## config.mk

```make
export PLATFORM = sky130hd
export DESIGN_NAME = serial_subtractor
export DESIGN_NICKNAME = d
export VERILOG_FILES = /design/src/rtl/serial_subtractor_pkg.sv /design/src/rtl/full_subtractor.sv /design/src/rtl/serial_subtractor.sv
export SDC_FILE = /design/constraint.sdc
export NUM_CORES = 1
export LEC_CHECK = 0
export ABC_AREA = 1
export CORE_ASPECT_RATIO = 2
export CORE_MARGIN = 4
export CORE_UTILIZATION = 53
export DETAILED_ROUTE_END_ITERATION = 6
export HOLD_SLACK_MARGIN = 0.05
export PLACE_DENSITY = 0.79
export SLEW_MARGIN = 10
export SYNTH_ARGS = -nofsm -noshare
export SYNTH_HDL_FRONTEND = slang
export SYNTH_SLANG_ARGS = --single-unit
```

## constraint.sdc

```tcl
create_clock -name clk -period 1.8 [get_ports clk]
set_input_delay 0.36 -clock clk [delete_from_list [all_inputs] [get_ports clk]]
set_output_delay 0.36 -clock clk [all_outputs]
set_load 0.01 [all_outputs]
```

## src/rtl/serial_subtractor_pkg.sv

```systemverilog
// Shared definitions for the bit-serial subtractor: FSM state type and
// the legal range of the WIDTH parameter.
package serial_subtractor_pkg;

  localparam int MIN_WIDTH = 2;
  localparam int MAX_WIDTH = 64;

  localparam int STATE_W = 2;

  typedef enum logic [STATE_W-1:0] {
    IDLE = 2'd0,
    RUN  = 2'd1,
    DONE = 2'd2
  } state_t;

endpackage : serial_subtractor_pkg

```

## src/rtl/full_subtractor.sv

```systemverilog
// One-bit full subtractor: computes x - y - b_in.
// This is the subtract-direction counterpart of the full-adder cell.
module full_subtractor (
  input  logic x,
  input  logic y,
  input  logic b_in,
  output logic diff,
  output logic b_out
);

  // A borrow is needed when y exceeds x outright, or when they are equal
  // and a borrow arrives from the bit below.
  assign diff  = x ^ y ^ b_in;
  assign b_out = (~x & y) | (~(x ^ y) & b_in);

endmodule : full_subtractor

```

## src/rtl/serial_subtractor.sv

```systemverilog
// Bit-serial subtractor: diff = a - b (mod 2^WIDTH), LSB first, one bit per
// clock, behind a start/done handshake. A single full_subtractor cell is
// reused for every bit, with the borrow carried between clocks in bq.
module serial_subtractor
  import serial_subtractor_pkg::*;
#(
  parameter int WIDTH = 8
) (
  input  logic             clk,
  input  logic             rst_n,
  input  logic             start,
  input  logic [WIDTH-1:0] a,
  input  logic [WIDTH-1:0] b,
  output logic             busy,
  output logic             done,
  output logic [WIDTH-1:0] diff,
  output logic             borrow_out,
  output logic             overflow
);

  localparam int CNT_W = $clog2(WIDTH);

  // Reject widths outside the supported range at elaboration time.
  if (WIDTH < MIN_WIDTH || WIDTH > MAX_WIDTH) begin : g_bad_width
    $error("serial_subtractor: WIDTH must be in 2..64");
  end

  state_t             state;
  logic [WIDTH-1:0]   sa;        // minuend, shifted right each bit
  logic [WIDTH-1:0]   sb;        // subtrahend, shifted right each bit
  logic [WIDTH-1:0]   sr;        // result, filled from the MSB end
  logic               bq;        // borrow carried into the next bit
  logic [CNT_W-1:0]   cnt;       // index of the bit being computed
  logic               a_msb;     // operand sign bits, kept for overflow
  logic               b_msb;
  logic               cell_d;
  logic               cell_b;
  logic               last_bit;

  full_subtractor u_cell (
    .x     (sa[0]),
    .y     (sb[0]),
    .b_in  (bq),
    .diff  (cell_d),
    .b_out (cell_b)
  );

  assign last_bit = (cnt == CNT_W'(WIDTH - 1));

  // Control FSM, datapath shift registers and registered outputs.
  // NOTE: every register here is state, so all assignments are non-blocking;
  // mixing in blocking assignments would make the result depend on
  // statement order and simulate differently from the synthesised netlist.
  always_ff @(posedge clk or negedge rst_n) begin
    if (!rst_n) begin
      state      <= IDLE;
      sa         <= '0;
      sb         <= '0;
      sr         <= '0;
      bq         <= 1'b0;
      cnt        <= '0;
      a_msb      <= 1'b0;
      b_msb      <= 1'b0;
      busy       <= 1'b0;
      done       <= 1'b0;
      diff       <= '0;
      borrow_out <= 1'b0;
      overflow   <= 1'b0;
    end else begin
      case (state)
        IDLE: begin
          done <= 1'b0;
          if (start) begin
            sa    <= a;
            sb    <= b;
            a_msb <= a[WIDTH-1];
            b_msb <= b[WIDTH-1];
            bq    <= 1'b0;
            cnt   <= '0;
            busy  <= 1'b1;
            state <= RUN;
          end
        end

        RUN: begin
          sr  <= {cell_d, sr[WIDTH-1:1]};
          sa  <= sa >> 1;
          sb  <= sb >> 1;
          bq  <= cell_b;
          cnt <= cnt + CNT_W'(1);
          if (last_bit) begin
            // The final bit is folded in directly so diff is complete now.
            diff       <= {cell_d, sr[WIDTH-1:1]};
            borrow_out <= cell_b;
            // Signed overflow: operands of opposite sign and the result
            // sign differs from the minuend sign.
            overflow   <= (a_msb != b_msb) && (cell_d != a_msb);
            busy       <= 1'b0;
            done       <= 1'b1;
            state      <= DONE;
          end
        end

        DONE: begin
          done  <= 1'b0;
          state <= IDLE;
        end

        default: begin
          busy  <= 1'b0;
          done  <= 1'b0;
          state <= IDLE;
        end
      endcase
    end
  end

endmodule : serial_subtractor
```

==> results.md <==
Synth:
- After synthesis, the cell types taking the most area are sky130_fd_sc_hd__dfrtp_1 (53%), sky130_fd_sc_hd__nand2_1 (14%), sky130_fd_sc_hd__nand3_1 (6.7%).
- Yosys mapped the design onto 22 distinct sky130hd cell types.
- The share of the yosys chip area belonging to registers is 0.531.
- Of the total synthesized cell area, the portion taken by XOR and XNOR cells is 0.
- The number of nets in the synthesized netlist is 253.
- The number of register bits inferred by synthesis is 43.
- The synthesized cell area is 2030 um^2.
- For this run, the number of Yosys warnings is 0.
- The area share of the largest cell type after synthesis is 0.531.
- The main combinational cell family by area after synthesis is simple AND/OR/NAND/NOR gates.
- The share of the synthesized area in compound gates (AO/OA/AOI/OAI) is 0.0791.
- The top cell type by total area after synthesis is sky130_fd_sc_hd__dfrtp_1.
- The post-synthesis share of cell area spent on and, or, nand and nor gates is 0.274.
- In the synthesized netlist, the number of instances is 231.
- The share of synthesized cell area in full adder, half adder and majority cells is 0.0222.
- The portion of synthesized area spent on multiplexers is 0.
- The average size of a mapped cell is 8.77 um^2.

Floorplanning:
- The die span in y is 95.4 um.
- The initialized floorplan defines 31 standard-cell rows.
- The number of placed I/O pins is 31.
- The starting utilization of the core area is 0.556.
- The die covers 4940 um^2.
- The horizontal die dimension is 51.7 um.
- The core region is 3650 um^2.

Route:
- The via total after detailed routing is 1577.
- In this run the remaining antenna-violating nets after routing total 0.
- In the routed design, unresolved DRC markers number 0.
- The iteration count of the initial detailed-routing pass is 4.
- The initial detailed-routing violation count is 37.
- The vias per cell is 5.04.
- Wires add up to 3.88 mm.
- The average wire per standard cell is 12.4 um.

Timing:
- In the finished design, the share of the clock period the worst path needs comes to 0.863.
- The count of endpoints failing setup in the final report is 0.
- Timing would allow up to 644 MHz.
- After routing, the total negative slack on setup checks comes to 0 ps.
- The final count of pins violating max slew is 0.
- The final number of hold-violating endpoints is 0.
- Setup repair after global routing left no endpoint under its margin.
- The pin slew with the least headroom to its limit is 644 ps.
- The shortest period the worst path allows is 1550 ps.
- The worst pin sits at a relative slew slack of 0.570.
- The worst-case clock skew is 3.98 ps.

Clocking:
- The number of setup buffers added after CTS is 0.
- TritonCTS built the clock tree.
- Clock tree synthesis found a total of 43 sinks.
- Hold repair after CTS inserted 0 buffers.
- Gates resized during post-CTS repair numbered 0.
- The number of clock buffers added by TritonCTS is 5.
- CTS placed an instance of sky130_fd_sc_hd__clkbuf_8 at the clock tree root.
- The level count of the clock H-tree is 2.
- The register clock-pin slew on the reported worst setup and hold paths is 80 ps.
- The clock passes through at most 2 buffers.
- The later pin in the worst-skew pair is clocked with a latency of 290 ps.

Cells and area:
- Compared with the post-synthesis result, the final layout area differs by 18.9%.
- The fraction of layout instances using a drive strength above 1 is 0.114.
- The fill cell total of the finished layout is 335.
- The number of inserted diodes is 0.
- The net count of the finished layout is 285.
- Once layout is complete, the utilization of the core stands at 0.661.

Global routing:
- The first global-routing pass estimated 6.38 mm of wire.
- The total overflow left after global routing is 0.
- The number of global-route vias before repair is 1470.
- Entering global routing, the biggest net connects 39 pins.
- The overall fraction of global-route tracks in use is 0.174.
- The initial antenna violation count is 0.

Worst setup path:
- The kind of cell with the highest combined delay along the critical path is buffers and inverters.
- The slowest stage cell on the critical path is sky130_fd_sc_hd__clkdlybuf4s50_1.
- Traced cell by cell, the critical path runs through clkdlybuf4s50_1.
- The number of buffers and inverters on the critical path is 1.
- The highest net fanout along the worst path is 2.
- The worst setup path is launched from a flip-flop.
- The data required time at the worst endpoint is 1440 ps.
- The critical path class is reg -> out.
- In this design, the stage delay of the slowest critical-path cell is 540 ps.
- At the worst endpoint, the arrival time is 1190 ps.
- STA classifies the critical path endpoint as an output pin.

Power:
- VDD sags by at most 1.17 mV.
- Power spread over the standard cell area amounts to 1670 nW/um^2.
- Summing internal, switching and leakage power gives 4.02 mW.
- Summed over all cells, the static leakage comes to 1.23 nW.

Flow run:
- The number of maximum-capacitance constraint violations is 0.

Placement:
- Input and output buffers added on the ports amount to 30.
- Detailed placement ended at an HPWL of 2.90 mm.
- The routability congestion estimate is 0.763.

Hold path:
- The class of the worst hold path is in -> async.

Run status:
- The flow ran to the end, and the final reports show no timing, DRC or antenna violations.
## metrics by stage
| step | cells | cell area (um^2) | setup WS (ps) | hold slack, ps |
|---|---|---|---|---|
| after floorplan | 231 | 2030 | 509 | 64.4 |
| after CTS | 313 | 2410 | 234 | 107 |
| final | 313 | 2410 | 247 | 88.6 |
| after global routing | 313 | 2410 | 185 | 135 |
| after global placement | 305 | 2330 | 290 | 427 |
| after detailed placement | 305 | 2330 | 257 | 421 |
## where the power goes
group / total [mW] / internal, mW / switching (mW)
Clock: 0.585 / 0.272 / 0.312
Combinational: 1.75 / 0.734 / 1.02
Sequential: 1.68 / 1.41 / 0.278
Total: 4.02 / 2.41 / 1.61
## cell usage in the layout (no fill, tap or decap), drive strengths merged
cell type      count
clkinv             1
clkbuf             7
dfrtp             43
inv               28
nand3             27
nor2              19
clkdlybuf4s50     29
a21oi              1
buf                5
ha                 2
fa                 1
nand2             79
o21ai             22
## layer usage
layer,GRT usage,vias up,wire length [um]
li1,-,779,-
met1,0.192,739,1450
met2,0.313,49,2180
met3,0.0391,10,166
met4,0.0744,0,91
met5,0,-,0
## state kept, by name, indices dropped and copies added (netlist names)
signal and flops:
sr 7, done 1, bq 1, b_msb 1, cnt 3, state 2
borrow_out 1, overflow 1, sb 8, sa 8, a_msb 1, busy 1
diff 8
## Yosys cell counts (all sizes together)
cell    instances
o21ai          22
nor2           19
dfrtp          43
inv            28
clkbuf          1
fa              1
ha              2
buf             8
nand3          27
nand2          79
a21oi           1
## kinds of logic after synthesis
| kind of cell | count (synthesis) |
|---|---|
| flip-flops | 43 |
| buffers and inverters | 37 |
| adder cells (fa/ha/maj) | 3 |
| AND/OR/NAND/NOR | 125 |
| AO/OA/AOI/OAI | 23 |
## cell type report
| cell class | count | area [um^2] | share of cell area |
|---|---|---|---|
| Sequential cell | 43 | 1080 | 0.447 |
| Multi-Input combinational cell | 151 | 759 | 0.315 |
| Clock inverter | 1 | 5.00 | 0.00208 |
| Inverter | 28 | 105 | 0.0436 |
| Clock buffer | 7 | 76.3 | 0.0317 |
| Tap cell | 49 | 61.3 | 0.0255 |
| Timing Repair Buffer | 34 | 325 | 0.135 |
## final timing paths
check / start / end / slack [ps] / depth (start not counted)
max: diff[0] / diff[0] / 250 / 1
min: rst_n / diff[7] / 90 / 1
max reg2reg: state[0] / overflow / 340 / 4
min reg2reg: diff[1] / diff[1] / 490 / 2
max in group asynchronous: rst_n / sa[0] / 1110 / 2
min in group clk: diff[1] / diff[1] / 490 / 2
(Power assumes the default switching activity.)
